$ cat src/rtl/wb_pkg.sv
// Shared widths and the queued writeback entry type for the writeback queue.
package wb_pkg;

    localparam int XLEN       = 32;
    localparam int REG_ADDR_W = 5;

    typedef struct packed {
        logic [REG_ADDR_W-1:0] rd;
        logic [XLEN-1:0]       data;
    } wb_entry_t;

endpackage

$ cat src/rtl/writeback_queue_if.sv
// Producer handshakes (ALU, load) and register-file write port of the writeback queue.
interface writeback_queue_if;
    import wb_pkg::*;

    logic                  alu_valid;
    logic [REG_ADDR_W-1:0] alu_rd;
    logic [XLEN-1:0]       alu_data;
    logic                  alu_ready;

    logic                  mem_valid;
    logic [REG_ADDR_W-1:0] mem_rd;
    logic [XLEN-1:0]       mem_data;
    logic                  mem_ready;

    logic                  rf_stall;
    logic                  we_RF;
    logic [REG_ADDR_W-1:0] A3;
    logic [XLEN-1:0]       WD3;

    modport master (
        output alu_valid, alu_rd, alu_data,
        input  alu_ready,
        output mem_valid, mem_rd, mem_data,
        input  mem_ready,
        output rf_stall,
        input  we_RF, A3, WD3
    );

    modport slave (
        input  alu_valid, alu_rd, alu_data,
        output alu_ready,
        input  mem_valid, mem_rd, mem_data,
        output mem_ready,
        input  rf_stall,
        output we_RF, A3, WD3
    );

endinterface

$ cat src/rtl/wb_fifo.sv
// Circular FIFO of writeback entries accepting up to two pushes (a before b) and one pop per cycle.
module wb_fifo
    import wb_pkg::*;
#(
    parameter int DEPTH = 4,
    localparam int PTR_W = $clog2(DEPTH),
    localparam int CNT_W = PTR_W + 1
) (
    input  logic                  clk,
    input  logic                  rst,
    input  logic                  push_a,
    input  wb_entry_t             entry_a,
    input  logic                  push_b,
    input  wb_entry_t             entry_b,
    input  logic                  pop,
    output wb_entry_t             head_entry,
    output logic [CNT_W-1:0]      count,
    output logic [PTR_W-1:0]      head,
    output wb_entry_t [DEPTH-1:0] entries
);

    wb_entry_t [DEPTH-1:0] store;
    logic [PTR_W-1:0]      tail;
    logic [PTR_W-1:0]      tail_b;
    logic [CNT_W-1:0]      push_n;
    logic                  pop_ok;

    assign push_n = CNT_W'(push_a) + CNT_W'(push_b);
    assign pop_ok = pop && (count != '0);
    assign tail_b = push_a ? tail + PTR_W'(1) : tail;

    always_ff @(posedge clk) begin
        if (push_a) begin
            store[tail] <= entry_a;
        end
        if (push_b) begin
            store[tail_b] <= entry_b;
        end
    end

    // Pointers rely on natural wrap since DEPTH is a power of two.
    always_ff @(posedge clk or posedge rst) begin
        if (rst) begin
            head  <= '0;
            tail  <= '0;
            count <= '0;
        end else begin
            head  <= head + PTR_W'(pop_ok);
            tail  <= tail + PTR_W'(push_n);
            count <= count + push_n - CNT_W'(pop_ok);
        end
    end

    assign head_entry = (count != '0) ? store[head] : '0;
    assign entries    = store;

endmodule

$ cat src/rtl/writeback_queue.sv
// Writeback queue: arbitrates ALU/load results into a FIFO drained to the register file.
// Define WB_BYPASS_EN to enable the pending-write lookup on byp_*; otherwise those outputs are 0.
module writeback_queue
    import wb_pkg::*;
#(
    parameter int DEPTH = 4
) (
    input  logic                    clk,
    input  logic                    rst,
    writeback_queue_if.slave        bus,
    output logic [$clog2(DEPTH):0]  count,
    input  logic [REG_ADDR_W-1:0]   byp_addr1,
    input  logic [REG_ADDR_W-1:0]   byp_addr2,
    output logic                    byp_hit1,
    output logic                    byp_hit2,
    output logic [XLEN-1:0]         byp_data1,
    output logic [XLEN-1:0]         byp_data2
);

    localparam int PTR_W = $clog2(DEPTH);
    localparam int CNT_W = PTR_W + 1;
    localparam logic [CNT_W-1:0] ROOM_ONE = CNT_W'(DEPTH - 1);
    localparam logic [CNT_W-1:0] ROOM_TWO = CNT_W'(DEPTH - 2);

    logic                  push_mem;
    logic                  push_alu;
    wb_entry_t             mem_entry;
    wb_entry_t             alu_entry;
    wb_entry_t             head_entry;
    logic [PTR_W-1:0]      head;
    wb_entry_t [DEPTH-1:0] entries;

    // Ready looks only at registered occupancy, reserving a slot for the load when both offer.
    assign bus.mem_ready = (count <= ROOM_ONE);
    assign bus.alu_ready = bus.mem_valid ? (count <= ROOM_TWO) : (count <= ROOM_ONE);

    assign push_mem  = bus.mem_valid && bus.mem_ready && (bus.mem_rd != '0);
    assign push_alu  = bus.alu_valid && bus.alu_ready && (bus.alu_rd != '0);
    assign mem_entry = '{rd: bus.mem_rd, data: bus.mem_data};
    assign alu_entry = '{rd: bus.alu_rd, data: bus.alu_data};

    wb_fifo #(
        .DEPTH (DEPTH)
    ) u_fifo (
        .clk        (clk),
        .rst        (rst),
        .push_a     (push_mem),
        .entry_a    (mem_entry),
        .push_b     (push_alu),
        .entry_b    (alu_entry),
        .pop        (bus.we_RF),
        .head_entry (head_entry),
        .count      (count),
        .head       (head),
        .entries    (entries)
    );

    assign bus.we_RF = (count != '0) && !bus.rf_stall;
    assign bus.A3    = head_entry.rd;
    assign bus.WD3   = head_entry.data;

`ifdef WB_BYPASS_EN
    // Scan oldest to youngest so the last match wins.
    always_comb begin
        byp_hit1  = 1'b0;
        byp_hit2  = 1'b0;
        byp_data1 = '0;
        byp_data2 = '0;
        for (int i = 0; i < DEPTH; i++) begin
            if (CNT_W'(i) < count) begin
                if ((byp_addr1 != '0) && (entries[head + PTR_W'(i)].rd == byp_addr1)) begin
                    byp_hit1  = 1'b1;
                    byp_data1 = entries[head + PTR_W'(i)].data;
                end
                if ((byp_addr2 != '0) && (entries[head + PTR_W'(i)].rd == byp_addr2)) begin
                    byp_hit2  = 1'b1;
                    byp_data2 = entries[head + PTR_W'(i)].data;
                end
            end
        end
    end
`else
    logic unused_byp;
    assign unused_byp = ^{byp_addr1, byp_addr2, head, entries};
    assign byp_hit1   = 1'b0;
    assign byp_hit2   = 1'b0;
    assign byp_data1  = '0;
    assign byp_data2  = '0;
`endif

endmodule

$ cat src/flat_wrapper.sv
// flat-port wrapper written by rule: the top's interface ports become plain ports
module writeback_queue_flat import wb_pkg::*;
#(
    parameter int DEPTH = 4
)
  (clk, rst, count, byp_addr1, byp_addr2, byp_hit1, byp_hit2, byp_data1, byp_data2, bus_alu_valid, bus_alu_rd, bus_alu_data, bus_alu_ready, bus_mem_valid, bus_mem_rd, bus_mem_data, bus_mem_ready, bus_rf_stall, bus_we_RF, bus_A3, bus_WD3);
  writeback_queue_if bus_i ();
  input  logic clk;
  input  logic rst;
  output logic [$clog2(DEPTH):0] count;
  input  logic [REG_ADDR_W-1:0] byp_addr1;
  input  logic [REG_ADDR_W-1:0] byp_addr2;
  output logic byp_hit1;
  output logic byp_hit2;
  output logic [XLEN-1:0] byp_data1;
  output logic [XLEN-1:0] byp_data2;
  input wire logic [$bits(bus_i.alu_valid)-1:0] bus_alu_valid;
  input wire logic [$bits(bus_i.alu_rd)-1:0] bus_alu_rd;
  input wire logic [$bits(bus_i.alu_data)-1:0] bus_alu_data;
  output wire logic [$bits(bus_i.alu_ready)-1:0] bus_alu_ready;
  input wire logic [$bits(bus_i.mem_valid)-1:0] bus_mem_valid;
  input wire logic [$bits(bus_i.mem_rd)-1:0] bus_mem_rd;
  input wire logic [$bits(bus_i.mem_data)-1:0] bus_mem_data;
  output wire logic [$bits(bus_i.mem_ready)-1:0] bus_mem_ready;
  input wire logic [$bits(bus_i.rf_stall)-1:0] bus_rf_stall;
  output wire logic [$bits(bus_i.we_RF)-1:0] bus_we_RF;
  output wire logic [$bits(bus_i.A3)-1:0] bus_A3;
  output wire logic [$bits(bus_i.WD3)-1:0] bus_WD3;
  assign bus_i.alu_valid = bus_alu_valid;
  assign bus_i.alu_rd = bus_alu_rd;
  assign bus_i.alu_data = bus_alu_data;
  assign bus_alu_ready = bus_i.alu_ready;
  assign bus_i.mem_valid = bus_mem_valid;
  assign bus_i.mem_rd = bus_mem_rd;
  assign bus_i.mem_data = bus_mem_data;
  assign bus_mem_ready = bus_i.mem_ready;
  assign bus_i.rf_stall = bus_rf_stall;
  assign bus_we_RF = bus_i.we_RF;
  assign bus_A3 = bus_i.A3;
  assign bus_WD3 = bus_i.WD3;
  writeback_queue #(.DEPTH(DEPTH)) u_core (.clk(clk), .rst(rst), .bus(bus_i), .count(count), .byp_addr1(byp_addr1), .byp_addr2(byp_addr2), .byp_hit1(byp_hit1), .byp_hit2(byp_hit2), .byp_data1(byp_data1), .byp_data2(byp_data2));
endmodule
$ cat config.mk
export PLATFORM = sky130hd
export DESIGN_NAME = writeback_queue_flat
export DESIGN_NICKNAME = d
export VERILOG_FILES = /design/src/rtl/wb_pkg.sv /design/src/rtl/writeback_queue_if.sv /design/src/rtl/wb_fifo.sv /design/src/rtl/writeback_queue.sv /design/src/flat_wrapper.sv
export SDC_FILE = /design/constraint.sdc
export NUM_CORES = 1
export LEC_CHECK = 0
export CORE_AREA = 2 2 141 143
export DETAILED_ROUTE_END_ITERATION = 10
export DIE_AREA = 0 0 143 145
export HOLD_SLACK_MARGIN = 0.06
export PLACE_DENSITY_LB_ADDON = 0.05
export SYNTH_ARGS = -nofsm -noshare
export SYNTH_HDL_FRONTEND = slang
export SYNTH_SLANG_ARGS = --single-unit
$ cat constraint.sdc
create_clock -name clk -period 2.4 [get_ports clk]
set_input_delay 0.72 -clock clk [delete_from_list [all_inputs] [get_ports clk]]
set_output_delay 0.72 -clock clk [all_outputs]
set_load 0.02 [all_outputs]
# Yosys cells after proc, flatten, opt, wreduce, memory -nomap -nowiden
# Index checks and enable logic that the tools add are counted.
# op_classes
n_reduce_logical,12
n_addsub,6
order_cmp,7
mux,13
# op_table
op,count
148-bit bitwise mux,2
148-bit 2-to-1 mux,2
37-bit demux with 2-bit select,2
37-bit 2-to-1 mux,4
37-bit binary-select mux with 2-bit select,1
5-bit nonzero test,2
"2-bit by 3-bit < comparator with 1-bit output, second input constant",3
1-bit logical AND,8
"3-bit by 2-bit <= comparator with 1-bit output, second input constant",2
"2-bit by 1-bit greater-or-equal comparator with 1-bit output, second input constant",2
3-bit adder,1
3-bit nonzero test,1
3-bit by 1-bit subtractor with 3-bit output,1
1-bit by 1-bit adder with 2-bit output,1
2-bit by 1-bit adder with 2-bit output,1
"2-bit by 1-bit adder with 2-bit output, second input constant",1
2-bit adder,1
2-bit 2-to-1 mux,1
1-bit logical NOT,1
1-bit 2-to-1 mux,1
# totals
register_bits,155
wordCells,49
out_inout_bits,109
inputBits,89

# Logic depth before layout (Yosys ltp)
# Gate-level depths: netlist of run 1.
# depth
ltp_word,10
depth_mapped,11
ltp_nobuf,11

# Cells and area by module
# Synthesis of run 1 repeated with hierarchy kept, for this count alone.
# unflattened
cells_unflattened,678
hier_area_um2,8851.0
# modules_own_cells
mod,n_inst,cells_each,seq_area_each_um2,area_each_um2
wb_fifo,1,603,3138.0,8299.2
writeback_queue,1,75,0.0,551.8

# Least setup slack after synthesis of run 1
# No wires, ideal clock.
# synth_timing
path_type,input-to-reg
start,input port bus_alu_rd[0]
end,register u_core.u_fifo.count[2]
setup_ps,81
t_required_ps,2319
path_buffers,0
arrival_time_ps,3106
path_stages,11
slack_ps,-787
path_cell_list,or4_1 -> o211ai_1 -> inv_1 -> ha_1 -> inv_1 -> ha_1 -> inv_1 -> ha_1 -> fa_1 -> xnor2_1 -> xnor2_1
# synth_between
elab_chain_cells,5
# synth_rtl
item,line,text
start: declaration,flat_wrapper.sv:18,input wire logic [$bits(bus_i.alu_rd)-1:0] bus_alu_rd;
5-bit nonzero test,writeback_queue.sv:38,assign push_alu = bus.alu_valid && bus.alu_ready && (bus.alu_rd != '0);
1-bit logical AND,writeback_queue.sv:38,
1-bit by 1-bit adder with 2-bit output,wb_fifo.sv:28,assign push_n = CNT_W'(push_a) + CNT_W'(push_b);
3-bit adder,wb_fifo.sv:50,count <= count + push_n - CNT_W'(pop_ok);
3-bit by 1-bit subtractor with 3-bit output,wb_fifo.sv:50,
end signal: assignment,wb_fifo.sv:50,
end: declaration,wb_fifo.sv:17,"output logic [CNT_W-1:0] count,"
# No other way between the ends.

# Final worst setup path of run 1
# Same ends and word-level chain as after synthesis.

==> key figures, run 1 <==
Timing
  • Period utilization: 117%
  • Setup_tns: -27.71 ns
  • Final worst slack: -0.414 ns
  • RSZ-0062 raised after global routing: yes
  • Final Hold Violating Endpoints: 0
  • Fmax: 0.355 GHz
  • Final Max Slew Viols: 0
  • Endpoints failing setup: 185
  • Shortest period the worst path allows: 2.81 ns
  • Clock Skews: 0.00771 ns

Clock tree
  • CTS tree: built
  • CTS H-tree lvls: 4
  • CTS sink count: 155
  • Clk buf depth: 2
  • Skew-Pair Late Insertion Delay: 0.42 ns
  • Hold Buf Count CTS: 0
  • Clock-pin slew on the worst setup and hold paths: 0.06 ns
  • Cts bufs inserted: 17
  • CTS root buf: clkbuf_16

Layout
  • Fin nets: 997
  • Post-layout util: 71.0%
  • Layout area overhead: 56.4%
  • ANT cells: 0
  • Finished Layout Cells: 1173
  • Share of cells above drive strength 1: 64.8%

Placement
  • Placement Setup Slack: -1.18 ns
  • GP Congestion: 0.766
  • I/O Buffers: 121
  • Detail Placement HPWL: 14.2 mm
  • Cells after DPL: 1079

Floorplan
  • Floorplan core area: 0.0192 mm²
  • # rows: 51
  • Initial cell density of the core: 45.4%
  • Die Ht: 145 µm
  • Die Area: 0.0207 mm²
  • Die width: 143 µm
  • IO Pins: 198

Worst setup path
  • Crit path from: bus_alu_rd[0]
  • CP arrival: 3.12 ns
  • CP Capture Type: flip-flop
  • R2r setup slk: -0.03 ns
  • R2r worst-path depth: 9
  • Worst setup path category: in2reg
  • Critical path data required time: 2.71 ns
  • Worst r2r dst: u_core.u_fifo.entries[137]
  • Cell mode on critical path: ha_4
  • Max stage delay on crit path: 0.51 ns
  • Slowest cell on the critical path: or4_4
  • Reg2reg start: u_core.u_fifo.count[0]
  • Critical Path, Cell by Cell: buf_6 -> or4_4 -> o211ai_1 -> inv_1 -> ha_4 -> inv_2 -> ha_4 -> inv_2 -> ha_4 -> fa_2 -> xnor2_2 -> xnor2_1
  • Worst Path Max Fanout: 2
  • Setup crit end: u_core.u_fifo.count[2]
  • Startpoint types: input pin

Drt
  • Via density: 5.20
  • Routed vias: 6094
  • DRT Wirelength: 26.5 mm
  • Remaining antenna violation count: 0
  • Avg WL per Cell: 22.6 µm
  • DR iter-0 viols: 283
  • Pre-Repair DR Iteration Count: 4
  • Residual DRC: 0

Synthesis
  • Cells after Synth: 676
  • Yosys top cell by area: mux2_2
  • Post-synth EDFFs: 0
  • Top cell type's share of synthesized area: 37.5%
  • Ys flop type: dfxtp_1
  • Mapped cell area: 0.00872 mm²
  • Unique masters post-synth: 34
  • Post-synth top cells: mux2_2, dfxtp_1, buf_4, mux4_2, nor2b_1
  • Most frequent cell after synthesis: mux2_2
  • Async SR Flop Fraction: 4.52%
  • Syn Area/Cell: 12.9 µm²
  • Syn. warnings: 0
  • Yosys reg bits: 155
  • Sequential share of the synthesized area: 36.0%
  • Synth area leaders: mux2_2, dfxtp_1, mux4_2, buf_4, nor2b_1

Worst hold path
  • Hold WC Path Type: in2async

Power and ir drop
  • Static Leak: 6.56 nW
  • Worst vdd ir: 0.928 mV
  • Pwr per Cell Area: 1620 mW/mm²

Outcome
  • Run status: finished with violations
  • Failing checks: setup timing

Global routing
  • Pin count of the biggest net entering global routing: 19
  • Initial antenna violation count: 0
  • Vias in the first global route: 6603
  • Gr usage total: 25.6%
  • GRT overflow: 0
  • Global-route wire length before repair: 40.0 mm

Job
  • Max-capacitance violation count: 0
power breakdown:
group / internal (W) / switching, W / leakage (nW)
clock: 0.00190 / 0.00106 / 0.314
combinational: 0.00915 / 0.00508 / 4.92
sequential: 0.00404 / 0.000813 / 1.33
flip-flops by register name (all words and copies together), names as in the netlist:
| register | count |
|---|---|
| u_core.u_fifo.head | 2 |
| u_core.u_fifo.tail | 2 |
| u_core.u_fifo.entries | 148 |
| u_core.u_fifo.count | 3 |
per-stage QoR:
stage / power [W] / area, µm² / hold slack, ns
after floorplan: 0.0116 / 9180 / 0.461
after global placement: 0.0147 / 10700 / 0.578
after detailed placement: 0.0150 / 10700 / 0.590
after CTS: 0.0210 / 13400 / 0.530
after global routing: 0.0230 / 13600 / 0.569
final: 0.0220 / 13600 / 0.544
cell type report:
| type | instances | area (µm²) |
|---|---|---|
| fill | 1294 | 5570 |
| multi-input combinational | 469 | 6270 |
| tap | 265 | 332 |
| timing repair buffer | 243 | 3210 |
| clock inverter | 6 | 133 |
| inverter | 11 | 41.3 |
| clock buffer | 24 | 512 |
| sequential | 155 | 3140 |
per-layer routing:
metal / global-route usage (%) / wire [µm] / up-vias / part of all wire, %
li1: - / - / 2768 / -
met1: 35.7 / 12100 / 3126 / 46
met2: 41.7 / 13100 / 176 / 50
met3: 3.37 / 958 / 24 / 3.6
met4: 6.63 / 282 / 0 / 1.1
met5: 0 / 0 / - / 0
critical path: cells and delay by family:
family	cells	cell delay, ns
AO/OA/AOI/OAI	1	0.29
AND/OR/NAND/NOR	1	0.51
adder cells (fa/ha/maj)	4	1.03
XOR/XNOR	2	0.26
buffers and inverters	4	0.31
worst min path at each step:
stage,endpoint,cells after the start,slack (ns),startpoint
floorplan,u_core.u_fifo.head[0],1,0.46,u_core.u_fifo.head[0]
global placement,u_core.u_fifo.entries[146],2,0.58,u_core.u_fifo.entries[146]
detailed placement,u_core.u_fifo.entries[91],2,0.59,u_core.u_fifo.entries[91]
CTS,u_core.u_fifo.count[0],2,0.53,rst
global route,u_core.u_fifo.count[0],2,0.57,rst
finish,u_core.u_fifo.count[0],2,0.54,rst
repair_timing:
action	in CTS	in global routing
gates cloned	26	2
pin swaps	13	6
endpoints found under the setup margin	192	190
setup buffers	43	8
gates resized for setup	494	102
logic make-up after synthesis:
kind of cell,share of synthesized area [%]
fa+ha+maj,1.66
other cells,0.0430
simple gates,3.63
buf+inv,9.46
flops,36.0
xor+xnor,0.818
compound gates,0.273
mux,48.1
cells in the final DEF (no fill, tap or decap), drive strengths merged, types with 2 or more instances in the layout:
cell type and n:
nand2 4, clkdlybuf4s50 71, mux2 296, bufinv 4, clkbuf 28, dlygate4sd2 2, ha 10, inv 11
buf 164, conb 66, dlymetal6s2s 2, or3 2, mux4 37, dfrtp 7, xnor2 5, dfxtp 148
nor2b 37
Note: power is estimated with default switching activity, not from simulation.
==> inputs of run 2 (changes only) <==
Settings changed: CORE_AREA 2 2 141 143 to 2 2 140 142, CTS_BUF_LIST set to sky130_fd_sc_hd__clkbuf_8, DIE_AREA 0 0 143 145 to 0 0 142 144.
==> run 2 against run 1 <==
  * The run still ends with setup timing left
  * Global-route usage fell by 1.3 points
  * Non-clock buffer count is 18 lower
  * Utilization is 6.1 points lower
  * Cell count shrank 3.8%
  * Clock power down 23%
  * Routed wire length down 8.2%
  * Final area shrank 9.2%
  * Sequential share of layout area up 2.3 points
  * Critical path depth did not move
  * Worst setup slack gained 0.087 ns
  * Highest routed layer unchanged
==> key figures, run 2 (synthesis gave the netlist of run 1 again) <==
Timing
  • Shortest period the worst path allows: 2.73 ns (-0.0874 ns)
  • Clock Skews: 0.00917 ns (+0.00146 ns)
  • Endpoints failing setup: 164 (-11%)
  • Period utilization: 114% (-3.6 points)
  • Final worst slack: -0.326 ns (+0.0874 ns)
  • Final Max Slew Viols: 0 (unchanged)
  • Final Hold Violating Endpoints: 0 (unchanged)
  • RSZ-0062 raised after global routing: yes
  • Fmax: 0.367 GHz (+3.2%)

Global routing
  • Global-route wire length before repair: 37.1 mm (-7.2%)
  • Gr usage total: 24.2% (-1.3 points)
  • Initial antenna violation count: 0 (unchanged)
  • Vias in the first global route: 6368 (-3.6%)
  • Pin count of the biggest net entering global routing: 38 (+19)
  • GRT overflow: 0 (unchanged)

Layout
  • Most common cell after layout, fill and taps aside: mux2_2
  • Layout area overhead: 41.9%
  • Most frequent cells in the layout: mux2_2, dfxtp_1, mux2_4
  • Share of cells above drive strength 1: 60.0% (-4.8 points)
  • Fin nets: 979 (-1.8%)
  • Max reg flops: 148 (unchanged)
  • Filler Cells Inserted: 1400 (+8.2%)
  • Finished Layout Cells: 1128 (-3.8%)
  • ANT cells: 0 (unchanged)

Power and ir drop
  • Pwr per Cell Area: 1520 mW/mm² (-6.2%)
  • Static Leak: 5.67 nW (-14%)
  • Worst vdd ir: 0.953 mV (+2.7%)

Worst setup path
  • Slowest cell on the critical path: or4_4
  • CP bufs+invs: 4 (unchanged)
  • Worst setup path category: in2reg
  • Critical path data required time: 2.72 ns (about the same)
  • R2r setup slk: 0.02 ns (+0.05 ns)
  • Cell family with the largest share of critical-path delay: adder cells
  • Startpoint types: input pin
  • Critical Path, Cell by Cell: buf_6 -> or4_4 -> o211ai_1 -> inv_1 -> ha_4 -> inv_2 -> ha_4 -> inv_2 -> ha_4 -> fa_2 -> xnor2_2 -> xnor2_1
  • Worst Path Max Fanout: 2 (unchanged)
  • CP Capture Type: flip-flop
  • Cell mode on critical path: ha_4
  • Max stage delay on crit path: 0.51 ns (about the same)
  • CP arrival: 3.05 ns (-0.07 ns)

Clock tree
  • Hold Buf Count CTS: 0 (unchanged)
  • Clk buf depth: 2 (unchanged)
  • CTS tree: built
  • Clock-pin slew on the worst setup and hold paths: 0.08 ns (+0.02 ns)
  • CTS root buf: clkbuf_8
  • Cts bufs inserted: 17 (unchanged)
  • CTS H-tree lvls: 4 (unchanged)
  • Skew-Pair Late Insertion Delay: 0.44 ns (+0.02 ns)
  • CTS sink count: 155 (unchanged)

Floorplan
  • Floorplan core area: 0.0191 mm² (-0.66%)
  • # rows: 51 (unchanged)
  • IO Pins: 198 (unchanged)
  • Die Area: 0.0204 mm² (-1.4%)
  • Die Ht: 144 µm (-0.69%)
  • Die width: 142 µm (-0.70%)
  • Initial cell density of the core: 45.7% (+0.30 points)

Drt
  • Residual DRC: 0 (unchanged)
  • DRT Wirelength: 24.3 mm (-8.2%)
  • Pre-Repair DR Iteration Count: 5 (+1)
  • Routed vias: 5920 (-2.9%)
  • DR iter-0 viols: 233 (-18%)
  • Remaining antenna violation count: 0 (unchanged)
  • Avg WL per Cell: 21.5 µm (-4.6%)
  • Via density: 5.25 (+1.0%)

Placement
  • Detail Placement HPWL: 14.2 mm (+0.42%)
  • I/O Buffers: 121 (unchanged)
  • GP Congestion: 0.761 (-0.64%)
  • Placement Setup Slack: -1.15 ns (+0.0301 ns)
  • Cells after DPL: 1052 (-2.5%)

Job
  • Max-capacitance violation count: 0 (unchanged)

Outcome
  • Failing checks: setup timing
  • Run status: finished with violations

Worst hold path
  • Hold WC Path Type: in2async
==> run 2: metal layers <==
| metal | vias to the layer above | global-route usage [%] | wire (µm) |
|---|---|---|---|
| li1 | 2720 | - | - |
| met1 | 3027 | 31.9 | 10900 |
| met2 | 152 | 41.6 | 12100 |
| met3 | 21 | 4.27 | 948 |
| met4 | 0 | 5.79 | 266 |
| met5 | - | 0 | 0 |
==> run 2: layout make-up <==
| cell class | instances | area, µm² | share of cell area, % |
|---|---|---|---|
| clock buffer | 20 | 275 | 2.22 |
| clock inverter | 10 | 174 | 1.41 |
| inverter | 11 | 41.3 | 0.334 |
| multi-input combinational | 469 | 5670 | 45.8 |
| sequential | 155 | 3140 | 25.4 |
| tap | 238 | 298 | 2.41 |
| timing repair buffer | 225 | 2770 | 22.4 |
==> run 2: path summary, 6_finish.rpt <==
kind,cells after the start,end,from
min,2,u_core.u_fifo.head[0],rst
max reg2reg,11,u_core.u_fifo.count[2],u_core.u_fifo.count[0]
max in group asynchronous,2,u_core.u_fifo.head[1],rst
max,12,u_core.u_fifo.count[2],bus_alu_rd[0]
min reg2reg,2,u_core.u_fifo.tail[1],u_core.u_fifo.tail[1]
min in group clk,2,u_core.u_fifo.tail[1],u_core.u_fifo.tail[1]
==> run 2: report_power, final <==
part	internal, W	switching [W]	total [W]
Clock	0.00130	0.000957	0.00226
Sequential	0.00404	0.000743	0.00478
Combinational	0.00727	0.00447	0.0117
==> run 2: worst reg2reg max path: stages (launching register included) <==
cell and delay (ns):
dfrtp_1 0.48, a31oi_1 0.15, o211ai_1 0.14, inv_1 0.13
ha_4 0.29, inv_2 0.04, ha_4 0.25, inv_2 0.04
ha_4 0.14, fa_2 0.35, xnor2_2 0.15, xnor2_1 0.12
==> run 2: repair_timing <==
| item | 4_1_cts | 5_1_grt |
|---|---|---|
| setup buffers | 31 | 9 |
| gates resized for setup | 305 | 101 |
| gates cloned | 25 | 0 |
| pin swaps | 11 | 9 |
| endpoints found under the setup margin | 191 | 190 |
==> run 2: through the flow <==
stage / util (%) / total power [W] / hold WS [ns] / area (µm²) / setup TNS, ns
3_5_place_dp: 55.6 / 0.0149 / 0.568 / 10600 / -146.73
5_1_grt: 64.9 / 0.0198 / 0.509 / 12400 / -26.59
2_1_floorplan: - / 0.0116 / 0.461 / 9180 / -35.35
6_report: 64.9 / 0.0188 / 0.500 / 12400 / -21.29
3_3_place_gp: 55.6 / 0.0146 / 0.552 / 10600 / -144.46
4_1_cts: 64.9 / 0.0184 / 0.478 / 12400 / -31.21
